<file path="src/rtl/btn_macro_player.sv">
// btn_macro_player
//
// Records a short list of button-press vectors and replays them as an
// emulated debounced, active-low button bank for the calculator. Each stored
// entry is held low for HOLD cycles, then released for GAP cycles. A zero
// entry therefore acts as a pure delay step.
//
// Optional build macro:
//   BTN_MACRO_LOOP_EN - adds i_loop; when high at the end of the final GAP,
//                       playback restarts from entry 0 with no idle cycle.
//
// Ports:
//   i_clk      system clock
//   i_rst      synchronous reset, active-high (sequence is lost)
//   i_wr_en    append i_wr_data to the sequence (idle only, dropped when full)
//   i_wr_data  press vector, bit=1 means button pressed
//   i_play     start playback of the stored sequence
//   i_clear    empty the sequence, aborting any playback in progress
//   i_loop     (BTN_MACRO_LOOP_EN only) repeat playback continuously
//   o_btn      emulated buttons, active-low, all-ones when released
//   o_event    one-cycle active-high press pulse on the first held cycle
//   o_busy     playback in progress
//   o_done     one-cycle pulse on the first idle cycle after playback
//   o_full     sequence storage is full
//   o_count    number of stored entries

module btn_macro_player #(
  parameter int N_BTN = 11,
  parameter int DEPTH = 16,
  parameter int HOLD  = 4,
  parameter int GAP   = 4
) (
  input  logic                       i_clk,
  input  logic                       i_rst,
  input  logic                       i_wr_en,
  input  logic [N_BTN-1:0]           i_wr_data,
  input  logic                       i_play,
  input  logic                       i_clear,
`ifdef BTN_MACRO_LOOP_EN
  input  logic                       i_loop,
`endif
  output logic [N_BTN-1:0]           o_btn,
  output logic [N_BTN-1:0]           o_event,
  output logic                       o_busy,
  output logic                       o_done,
  output logic                       o_full,
  output logic [$clog2(DEPTH+1)-1:0] o_count
);

  localparam int CNT_W = $clog2(DEPTH + 1);
  localparam int IDX_W = (DEPTH > 1) ? $clog2(DEPTH) : 1;
  localparam int MAX_T = (HOLD > GAP) ? HOLD : GAP;
  localparam int TMR_W = $clog2(MAX_T) + 1;

  localparam logic [CNT_W-1:0] FULL_COUNT = CNT_W'(DEPTH);
  localparam logic [TMR_W-1:0] HOLD_LAST  = TMR_W'(HOLD - 1);
  localparam logic [TMR_W-1:0] GAP_LAST   = TMR_W'(GAP - 1);

  localparam logic [1:0] ST_IDLE  = 2'd0;
  localparam logic [1:0] ST_PRESS = 2'd1;
  localparam logic [1:0] ST_GAP   = 2'd2;

  logic [1:0]       state;
  logic [IDX_W-1:0] idx;
  logic [TMR_W-1:0] timer;
  logic [CNT_W-1:0] count;
  logic [CNT_W-1:0] count_next;
  logic             full;
  logic             done;
  logic             mem_we;
  logic             last_entry;
  logic             loop;
  logic [N_BTN-1:0] entry;
  logic [N_BTN-1:0] mem [DEPTH];

`ifdef BTN_MACRO_LOOP_EN
  assign loop = i_loop;
`else
  assign loop = 1'b0;
`endif

  // Clear wins in every state; a write only lands when idle, not masked by
  // a simultaneous play, and there is room left.
  always_comb begin
    mem_we     = 1'b0;
    count_next = count;
    if (i_clear) begin
      count_next = '0;
    end else if (state == ST_IDLE && !i_play && i_wr_en && !full) begin
      mem_we     = 1'b1;
      count_next = count + 1'b1;
    end
  end

  assign last_entry = ((CNT_W'(idx) + 1'b1) == count);

  // Storage needs no reset: only entries below count are ever read.
  always_ff @(posedge i_clk) begin
    if (mem_we) begin
      mem[count[IDX_W-1:0]] <= i_wr_data;
    end
  end

  always_ff @(posedge i_clk) begin
    if (i_rst) begin
      state <= ST_IDLE;
      idx   <= '0;
      timer <= '0;
      count <= '0;
      full  <= 1'b0;
      done  <= 1'b0;
    end else begin
      count <= count_next;
      full  <= (count_next == FULL_COUNT);
      done  <= 1'b0;
      case (state)
        ST_IDLE: begin
          if (!i_clear && i_play) begin
            if (count != '0) begin
              state <= ST_PRESS;
              idx   <= '0;
              timer <= '0;
            end else begin
              // Playing an empty sequence completes immediately.
              done <= 1'b1;
            end
          end
        end
        ST_PRESS: begin
          if (i_clear) begin
            state <= ST_IDLE;
          end else if (timer == HOLD_LAST) begin
            state <= ST_GAP;
            timer <= '0;
          end else begin
            timer <= timer + 1'b1;
          end
        end
        ST_GAP: begin
          if (i_clear) begin
            state <= ST_IDLE;
          end else if (timer == GAP_LAST) begin
            timer <= '0;
            if (!last_entry) begin
              idx   <= idx + 1'b1;
              state <= ST_PRESS;
            end else if (loop) begin
              idx   <= '0;
              state <= ST_PRESS;
            end else begin
              state <= ST_IDLE;
              done  <= 1'b1;
            end
          end else begin
            timer <= timer + 1'b1;
          end
        end
        default: state <= ST_IDLE;
      endcase
    end
  end

  // Outputs decode directly from registered state so a press shows up in
  // the cycle right after the edge that entered PRESS.
  assign entry   = mem[idx];
  assign o_btn   = (state == ST_PRESS) ? ~entry : '1;
  assign o_event = (state == ST_PRESS && timer == '0) ? entry : '0;
  assign o_busy  = (state != ST_IDLE);
  assign o_done  = done;
  assign o_full  = full;
  assign o_count = count;

endmodule
</file>
<file path="config.mk">
export PLATFORM = sky130hd
export DESIGN_NAME = btn_macro_player
export DESIGN_NICKNAME = d
export VERILOG_FILES = /design/src/rtl/btn_macro_player.sv
export SDC_FILE = /design/constraint.sdc
export NUM_CORES = 1
export LEC_CHECK = 0
export ABC_CLOCK_PERIOD_IN_PS = 2550
export BUFFER_PORTS_ARGS = -buffer_cell sky130_fd_sc_hd__buf_2
export CAP_MARGIN = 20
export CORE_MARGIN = 3
export CORE_UTILIZATION = 54
export DETAILED_ROUTE_END_ITERATION = 16
export MAX_ROUTING_LAYER = met4
export PLACE_DENSITY = 0.8
export SYNTH_ARGS = -nofsm -noshare
export SYNTH_HDL_FRONTEND = slang
export SYNTH_SLANG_ARGS = --single-unit
</file>
<file path="constraint.sdc">
create_clock -name i_clk -period 2.55 [get_ports i_clk]
set_clock_uncertainty 0.1 [all_clocks]
set_input_delay 0 -clock i_clk [delete_from_list [all_inputs] [get_ports i_clk]]
set_output_delay 0 -clock i_clk [all_outputs]
set_load 0.1 [all_outputs]
</file>
==> results of run 1 <==
==> state kept, by name (all words and copies together) (netlist names), named ones only <==
| signal | flops |
|---|---|
| idx | 4 |
| o_done | 1 |
| timer | 3 |
| state | 2 |
| o_full | 1 |
| mem | 176 |
| o_count | 5 |
==> how the worst max path moves through the flow <==
stage | startpoint | end | slack (ps) | cells after the start
final | flip-flop | o_event[3] | -50 | 6
after global routing | flip-flop | o_event[2] | -100 | 6
after CTS | flip-flop | o_event[4] | -60 | 6
after detailed placement | state[0]$_SDFFE_PP0P_ | mem[5][8]$_DFFE_PP_ | 300 | 8
after global placement | state[0]$_SDFFE_PP0P_ | mem[7][8]$_DFFE_PP_ | 230 | 8
after floorplan | o_full$_SDFF_PP0_ | mem[12][0]$_DFFE_PP_ | 80 | 3
==> per-stage QoR <==
stage,TNS (ps),util
after floorplan,0,-
after global placement,0,0.6096
after detailed placement,0,0.6096
after CTS,-427.5,0.6850
after global routing,-1157,0.6913
final,-332.6,0.6913
==> cell usage after synthesis, drive strengths merged (2+ instances only) <==
cell and n:
a2111oi 2, buf 12, ha 11, o41ai 2, xnor2 4, inv 12, nor2b 14, a211oi 2
o21ai 4, clkbuf 10, a21oi 6, xor2 5, edfxtp 176, nand3b 2, nand4 3, or4 2
dfxtp 20, mux4 55, nand2 23, nand2b 9, nand3 2, nor2 24, o32ai 4, o31a 2
nor3 12, nor3b 2
==> area by class of cell <==
class                           instances  area, µm²  area share
Sequential cell                       196       5695      0.5648
Multi-Input combinational cell        205       2328      0.2309
Timing Repair Buffer                   95       1144      0.1134
Clock buffer                           17      425.4     0.04218
Tap cell                              184      230.2     0.02283
Clock inverter                         15      211.5     0.02097
Inverter                               12      45.04    0.004466
Antenna cell                            2      5.005   0.0004963
==> cell families (layout without fill, tap and decap cells) <==
family                     Yosys count  after routing
buffers and inverters               34            139
other                                0              2
xor gates and xnor gates             9              9
DFF                                196            196
muxes                               57             57
AOI/OAI and AO/OA                   27             27
adders and majority gates           11             11
and+or+nand+nor                    101            101
==> repair_timing <==
item,CTS,global route
endpoints found under the hold margin,190,0
pin swaps,1,2
hold buffers,15,0
resized for setup,54,9
cloned,3,2
buffers inserted,2,4
setup endpoints to repair,15,22
==> power breakdown <==
part	internal [mW]	switching, mW
logic	0.397	0.852
registers	3.51	0.0143
clock network	1.51	1.28
==> worst max-delay path, cell delays in order, from the launching register on <==
cell and delay (ps):
dfxtp_4 410, buf_4 140, clkbuf_16 150, mux4_2 510, mux4_2 480, nor2b_2 190, buf_12 180
==> layer usage <==
metal  up-vias  part of all wire
li1       1928                 -
met1      2339              0.38
met2       244              0.51
met3        52             0.081
met4         0             0.028
met5         -                 0
==> results.json, run 1 <==
{
  "status": "complete, but fails checks",
  "violations": "negative setup slack",
  "dieWidth_um": 128.4,
  "insertion_delay_ps": 440,
  "clk_pin_slew_ps": 70,
  "dpl_cell_area_um2": 8894,
  "antenna_found_initial": 2,
  "drive_above_1_share": 0.3741,
  "final_cell_mix": "edfxtp_1 (176), mux4_2 (55), buf_12 (30), nor2_1 (24)",
  "clock-sinks": 196,
  "layout_commonest_cell": "edfxtp_1",
  "synth_top_area_cell": "edfxtp_1",
  "nets": 554,
  "synth-compound-area-share": 0.02800,
  "synth_xor_area_frac": 0.009746,
  "leakage_nw": 3.356,
  "yosysUniqueCellTypes": 47,
  "synth_top_family_by_area": "multiplexers",
  "max_freq_mhz": 384.5,
  "ctsHtreeMaxLevel": 4,
  "synthMuxAreaShare": 0.1558,
  "drv_cap": 0,
  "synth_edf_count": 176,
  "grt_use_met3": 0.05812,
  "gr-usage-met2": 0.3693,
  "placed_cells": 667,
  "vdd_drop_max_mv": 0.5112,
  "cts_buffers": 17,
  "cp-end-kind": "primary output",
  "grt_busiest_layer": "met2",
  "clockBufferDepth": 2,
  "layout_setup_ws_ps": -51.09,
  "cts_tree": "yes",
  "rsz0062_at_grt": "yes",
  "grt_pass1_vias": 4525,
  "first_pass_iters": 5,
  "cellPowerDensity_nw_per_um2": 750.5,
  "post_drt_wl_per_cell_um": 25.29,
  "start_kind": "flip-flop",
  "synth_fp_nets": 462,
  "hp-start": "i_wr_en",
  "synthTopCellsByArea": "edfxtp_1 (65%), mux4_2 (15%), dfxtp_1 (5.0%)",
  "synthFlopType": "edfxtp_1",
  "min_to": "o_count[0]$_SDFF_PP0_",
  "gp_congestion": 0.8210,
  "wl_um": 18360,
  "period_needed_ps": 2601,
  "pre_cts_ws_ps": 299.1,
  "grt_usage": 0.2424,
  "grt_start_max_net_pins": 45,
  "drv_slew": 0,
  "synthArstFlopShare": 0,
  "timing.rr.end": "o_count[1]$_SDFF_PP0_",
  "avgViaCountPerCell": 6.285,
  "grt_pass1_wl_um": 27770,
  "synth_area_um2": 8088,
  "yosysWarnings": 0,
  "area_growth_syn_to_layout_pct": 24.69,
  "coreArea_um2": 14590,
  "hold-path-cell-count": 5,
  "cts-root-buf": "clkbuf_16",
  "hold_viol": 0,
  "drt_iter0_drc": 493,
  "relSlewSlack": 0.6152,
  "yosysSeqAreaShare": 0.7030,
  "required_ps": 2450,
  "dp_hpwl_um": 10110,
  "hold_ws_ps": 121.6,
  "crit_type": "flip-flop to primary output",
  "drcViolationCount": 0,
  "syn-instance-count": 435,
  "io_pins": 46,
  "worst_slew_pin_slew_ps": 573.7,
  "post_synth.cell_area_avg_um2": 18.59,
  "fill_cells": 835,
  "hp-class": "input pin to flip-flop",
  "via_count": 4563,
  "finalPower_mw": 7.568,
  "synthSimpleGateAreaFrac": 0.06451,
  "ant_nets": 0,
  "globalRouteOverflowTotal": 0,
  "io_buffer_count": 45,
  "final_design_area_no_fill_um2": 10080,
  "finalSetupViolCount": 10,
  "period_share": 1.020,
  "crit_path_max_fanout": 6,
  "start_util": 0.5544,
  "synth_fa_ha_area_frac": 0.01702,
  "layout.cells.non_filler": 726,
  "die_y_um": 128.4,
  "die-area_um2": 16480,
  "arrival_ps": 2500,
  "ys_ff_latch": 196,
  "reg2reg_from": "state[0]$_SDFFE_PP0P_",
  "synth_top_area_share": 0.6535,
  "r2r_setup_slack_ps": 190,
  "fp-row-count": 44,
  "met1_usage": 0.3188,
  "r2r_cells": 8
}
Note: power is estimated with default switching activity, not from simulation.
==> run 2: changes to the inputs <==
--- a/config.mk
+++ b/config.mk
@@ -8,11 +8,14 @@
 export ABC_CLOCK_PERIOD_IN_PS = 2550
 export BUFFER_PORTS_ARGS = -buffer_cell sky130_fd_sc_hd__buf_2
 export CAP_MARGIN = 20
+export CELL_PAD_IN_SITES_DETAIL_PLACEMENT = 1
+export CELL_PAD_IN_SITES_GLOBAL_PLACEMENT = 2
 export CORE_MARGIN = 3
-export CORE_UTILIZATION = 54
+export CORE_UTILIZATION = 42
 export DETAILED_ROUTE_END_ITERATION = 16
 export MAX_ROUTING_LAYER = met4
 export PLACE_DENSITY = 0.8
+export SLEW_MARGIN = 25
 export SYNTH_ARGS = -nofsm -noshare
 export SYNTH_HDL_FRONTEND = slang
 export SYNTH_SLANG_ARGS = --single-unit
==> results.json, run 2 (synthesized netlist as in run 1, its figures left out) <==
{
  "cp-end-kind": "primary output",
  "hp-start": "i_wr_en",
  "arrival_ps": 2500,
  "seqPwrFrac": 0.479,
  "period_share": 1.021,
  "gp_congestion": 0.7672,
  "start_util": 0.4295,
  "intPower_mw": 5.221,
  "grt_pass1_vias": 4735,
  "nets": 559,
  "status": "complete, but fails checks",
  "die-area_um2": 20960,
  "hold_viol": 0,
  "post_drt_wl_per_cell_um": 25.00,
  "grt_pass1_wl_um": 30400,
  "final_cell_mix": "edfxtp_1 (176), mux4_2 (55), buf_12 (40), nor2_1 (23), buf_2 (23)",
  "grt_start_max_net_pins": 45,
  "drv_slew": 0,
  "rsz0062_at_grt": "yes",
  "crit_family": "multiplexers",
  "crit_top_cell": "mux4_2",
  "die_y_um": 144.8,
  "ctsHtreeMaxLevel": 4,
  "antenna_found_initial": 0,
  "slowest_stage": "mux4_2",
  "clockBufferDepth": 2,
  "clkPwrFrac": 0.347,
  "dieWidth_um": 144.8,
  "cts_buffers": 17,
  "start_kind": "flip-flop",
  "drcViolationCount": 0,
  "period_needed_ps": 2604,
  "crit_chain": "buf_6 > buf_16 > mux4_2 > mux4_2 > nor2b_4 > buf_12",
  "p_comb_frac": 0.174,
  "insertedDiodeCount": 0,
  "max_freq_mhz": 384.0,
  "worstPathBufferInverterCount": 3,
  "fp-row-count": 50,
  "dp_hpwl_um": 11880,
  "p_sw_frac": 0.2903,
  "placed_cells": 748,
  "coreArea_um2": 18830,
  "relSlewSlack": 0.5806,
  "cts_tree": "yes",
  "crit_path_max_fanout": 6,
  "area_growth_syn_to_layout_pct": 28.20,
  "cts-root-buf": "clkbuf_16",
  "leakage_nw": 3.408,
  "avgViaCountPerCell": 5.568,
  "slowest_delay_ps": 520,
  "vdd_drop_max_mv": 0.5400,
  "globalRouteOverflowTotal": 0,
  "largest_reg_flops": 176,
  "violations": "negative setup slack",
  "first_pass_iters": 4,
  "clock-sinks": 196,
  "wl_um": 20130,
  "pre_cts_ws_ps": 172.3,
  "finalSetupViolCount": 11,
  "clk_pin_slew_ps": 70,
  "power.switching_mw": 2.135,
  "insertion_delay_ps": 440,
  "worst_slew_pin_slew_ps": 628.2,
  "drv_cap": 0,
  "layout.cells.non_filler": 805,
  "via_count": 4482,
  "grt_usage": 0.2119,
  "drt_iter0_drc": 384,
  "hp-class": "input pin to flip-flop",
  "cellPowerDensity_nw_per_um2": 709.4,
  "io_buffer_count": 45,
  "layout_commonest_cell": "edfxtp_1",
  "ant_nets": 0,
  "layout_setup_ws_ps": -54.14,
  "required_ps": 2450,
  "io_pins": 46,
  "reg2reg_from": "state[0]$_SDFFE_PP0P_",
  "drive_above_1_share": 0.3890,
  "crit_type": "flip-flop to primary output",
  "finalSetupTns_ps": -312.7
}
[run 2: cell types whose count changed in the layout (fill, tap and decap cells not counted), moves of 3 or more]
| cell | previous run | this run |
|---|---|---|
| buf_6 | 0 | 3 |
| inv_6 | 1 | 5 |
| clkinv_8 | 4 | 1 |
| clkinvlp_4 | 0 | 3 |
| nor2b_2 | 5 | 0 |
| nor2b_4 | 6 | 11 |
| buf_12 | 30 | 40 |
| nand2_2 | 8 | 11 |
| buf_16 | 2 | 6 |
| nand2_1 | 15 | 12 |
| buf_4 | 23 | 13 |
[run 2: final cells by class]
cell class	instances	area, µm²
Tap cell	260	325.3
Inverter	12	45.04
Clock inverter	15	142.6
Timing Repair Buffer	100	1363
Multi-Input combinational cell	205	2372
Sequential cell	196	5695
Clock buffer	17	425.4
Fill cell	1678	8462
[run 2: per-stage QoR]
step | hold slack, ps | utilization | area (µm²) | power [mW]
4_1_cts | 44.75 | 0.5490 | 10340 | 7.409
3_5_place_dp | 274.2 | 0.4898 | 9224 | 4.730
3_3_place_gp | 254.6 | 0.4898 | 9224 | 4.707
6_report | 66.60 | 0.5506 | 10370 | 7.356
5_1_grt | 99.93 | 0.5506 | 10370 | 7.595
2_1_floorplan | -1.131 | - | 8140 | 4.344
[run 2: worst paths after layout]
| path | slack (ps) | cells after the start | endpoint |
|---|---|---|---|
| min reg2reg | 400 | 2 | timer[0]$_SDFFE_PP0P_ |
| min | 70 | 5 | o_count[4]$_SDFF_PP0_ |
| max | -50 | 6 | o_event[1] |
| max reg2reg | 210 | 8 | mem[11][3]$_DFFE_PP_ |
[run 2: what timing repair did]
item | 4_1_cts | 5_1_grt
resized for setup | 55 | 8
pin swaps | 4 | 8
cloned | 6 | 0
setup endpoints to repair | 18 | 34
hold endpoints to repair | 190 | 0
hold buffers | 15 | 0
setup buffers | 4 | 0
[run 2: routing by layer]
| layer | global-route usage | vias up | wire length [µm] |
|---|---|---|---|
| met3 | 0.03648 | 19 | 1032 |
| met2 | 0.3507 | 141 | 10580 |
| met4 | 0.05695 | 0 | 231 |
| met5 | - | - | 0 |
| li1 | - | 1938 | - |
| met1 | 0.2738 | 2384 | 8284 |
[run 2: power by group through the flow]
stage | Combinational, mW | Clock [mW] | Sequential, mW
after global placement | 1.11 | 0 | 3.59
after global routing | 1.34 | 2.73 | 3.53
after detailed placement | 1.13 | 0 | 3.60
after CTS | 1.27 | 2.61 | 3.52
after floorplan | 0.733 | 0 | 3.61
final | 1.28 | 2.55 | 3.52
[run 2: worst register-to-register path, cell delays in order, from the launching register on]
cell and delay (ps):
dfxtp_1 340, inv_1 90, ha_1 280, nand2_1 110
nor4b_1 310, buf_4 190, nand2_1 130, nor2_1 290
buf_12 200
==> run 3: changes to the inputs <==
--- a/config.mk
+++ b/config.mk
@@ -5,13 +5,14 @@
 export SDC_FILE = /design/constraint.sdc
 export NUM_CORES = 1
 export LEC_CHECK = 0
+export ABC_AREA = 1
 export ABC_CLOCK_PERIOD_IN_PS = 2550
 export BUFFER_PORTS_ARGS = -buffer_cell sky130_fd_sc_hd__buf_2
 export CAP_MARGIN = 20
 export CELL_PAD_IN_SITES_DETAIL_PLACEMENT = 1
 export CELL_PAD_IN_SITES_GLOBAL_PLACEMENT = 2
 export CORE_MARGIN = 3
-export CORE_UTILIZATION = 42
+export CORE_UTILIZATION = 37
 export DETAILED_ROUTE_END_ITERATION = 16
 export MAX_ROUTING_LAYER = met4
 export PLACE_DENSITY = 0.8
==> results.json, run 3 <==
{
  "status": "complete, no violations",
  "grt_usage": 0.1976,
  "yosysMostFrequentCell": "edfxtp_1",
  "yosysSeqAreaShare": 0.6758,
  "required_ps": 2450,
  "relSlewSlack": 0.6596,
  "ys_ff_latch": 196,
  "ant_nets": 0,
  "post_drt_wl_per_cell_um": 20.94,
  "dp_hpwl_um": 14850,
  "clk_pin_slew_ps": 70,
  "hold_viol": 0,
  "gp_congestion": 0.8206,
  "vdd_drop_max_mv": 0.5007,
  "io_buffer_count": 45,
  "synthTopCellsByArea": "edfxtp_1 (63%), nor2_1 (7.5%), o21ai_0 (5.7%)",
  "grt_busiest_layer": "met2",
  "insertedDiodeCount": 0,
  "cts_tree": "yes",
  "ctsHtreeMaxLevel": 4,
  "max_freq_mhz": 410.1,
  "synthArstFlopShare": 0,
  "grt_pass1_wl_um": 35670,
  "cts_buffers": 17,
  "grt_start_max_net_pins": 89,
  "synth_edf_count": 176,
  "yosysUniqueCellTypes": 29,
  "leakage_nw": 3.438,
  "drive_above_1_share": 0.1775,
  "first_pass_iters": 5,
  "final_cell_mix": "edfxtp_1 (176), nor2_1 (167), o21ai_0 (95), nand2_1 (64), inv_1 (35)",
  "synth_top_area_cell": "edfxtp_1",
  "layout_commonest_cell": "edfxtp_1",
  "drcViolationCount": 0,
  "cts-root-buf": "clkbuf_16",
  "finalSetupViolCount": 0,
  "crit_type": "flip-flop to primary output",
  "fin_util": 0.4566,
  "die_y_um": 156.8,
  "synthFlopType": "edfxtp_1",
  "worst_slew_pin_slew_ps": 510.1,
  "via_count": 5832,
  "crit_path_max_fanout": 37,
  "clock-sinks": 196,
  "post_synth.cell_area_avg_um2": 11.45,
  "area_growth_syn_to_layout_pct": 19.90,
  "yosys-top-cells-count": "edfxtp_1 (176), nor2_1 (167), o21ai_0 (95)",
  "globalRouteOverflowTotal": 0,
  "synth_top_area_share": 0.6282,
  "hold_ws_ps": 254.5,
  "drt_iter0_drc": 489,
  "fill_cells": 2341,
  "largest_reg_flops": 176,
  "insertion_delay_ps": 440,
  "hp-class": "input pin to flip-flop",
  "met1_usage": 0.2572,
  "cp-end-kind": "primary output",
  "synth_area_um2": 8413,
  "wl_um": 22980,
  "drv_slew": 0,
  "period_needed_ps": 2439,
  "gr-usage-met2": 0.3236,
  "drv_cap": 0,
  "rsz0062_at_grt": "yes",
  "io_pins": 46,
  "arrival_ps": 2340,
  "clockBufferDepth": 2,
  "antenna_found_initial": 0,
  "die-area_um2": 24580,
  "start_util": 0.3808,
  "cellPowerDensity_nw_per_um2": 882.5,
  "synth_fp_nets": 762,
  "finalSetupTns_ps": 0,
  "coreArea_um2": 22090,
  "avgViaCountPerCell": 5.316,
  "hp-start": "i_rst",
  "start_kind": "flip-flop",
  "nets": 831,
  "dieWidth_um": 156.8,
  "fp-row-count": 54,
  "yosysWarnings": 0,
  "period_share": 0.9563,
  "syn-instance-count": 735,
  "grt_pass1_vias": 6141,
  "grt_use_met3": 0.03374,
  "reg2reg_from": "o_count[0]$_SDFF_PP0_"
}
[run 3: power breakdown]
group | total, mW | switching [mW] | internal, mW | leakage, nW
Combinational | 2.64 | 1.90 | 0.742 | 1.41
Clock | 2.63 | 1.25 | 1.38 | 0.277
Sequential | 3.63 | 0.0633 | 3.56 | 1.75
Total | 8.90 | 3.22 | 5.68 | 3.44
[run 3: kinds of logic after synthesis]
family                   share of synthesized area
AO/OA/AOI/OAI                               0.1283
XOR/XNOR                                  0.005205
adder cells (fa/ha/maj)                    0.01636
buffers and inverters                      0.04804
flip-flops                                  0.6758
AND/OR/NAND/NOR                             0.1263
[run 3: critical path, stage by stage (launching register included)]
cell and delay (ps):
dfxtp_4 390, buf_12 150, buf_12 170, o21ai_0 370, o211ai_1 190, nand3_1 200
nand2_1 70, nand2_1 70, buf_4 280
[run 3: area by class of cell]
class	count	area [µm²]	area share
clock buffers	18	429.2	0.04255
clock inverters	14	145.1	0.01439
inverters	38	158.9	0.01575
multi-input cells	461	2385	0.2364
flip-flops and latches	196	5694	0.5645
well taps	280	350.3	0.03473
repair buffers	90	924.6	0.09166
[run 3: layer usage]
layer	up-vias	wire length, µm	part of all wire
li1	2735	-	-
met5	-	0	0
met1	2944	10100	0.44
met4	0	348	0.015
met3	19	956	0.042
met2	134	11570	0.50
[run 3: stage by stage]
step	instances	total power, mW	setup slack (ps)	area [µm²]
after floorplan	735	5.466	77.78	8446
after global placement	1046	6.211	406.7	9228
after detailed placement	1046	6.282	281.8	9228
after CTS	1095	8.938	2.409	10010
after global routing	1097	9.273	-14.61	10090
final	1097	8.902	111.3	10090
[run 3: what timing repair did]
item,in CTS,in global routing
gates cloned,1,0
pin swaps,0,1
hold endpoints to repair,193,0
hold buffers,16,0
endpoints found under the setup margin,10,20
setup buffers,0,2
gates resized for setup,6,12
[run 3: final timing paths]
path                            to  slack, ps  cells past startpoint
min          o_count[1]$_SDFF_PP0_        250                      3
max reg2reg    idx[1]$_SDFFE_PP0P_        200                      9
min reg2reg  timer[2]$_SDFFE_PP0P_        360                      2
max                       o_btn[0]        110                      8
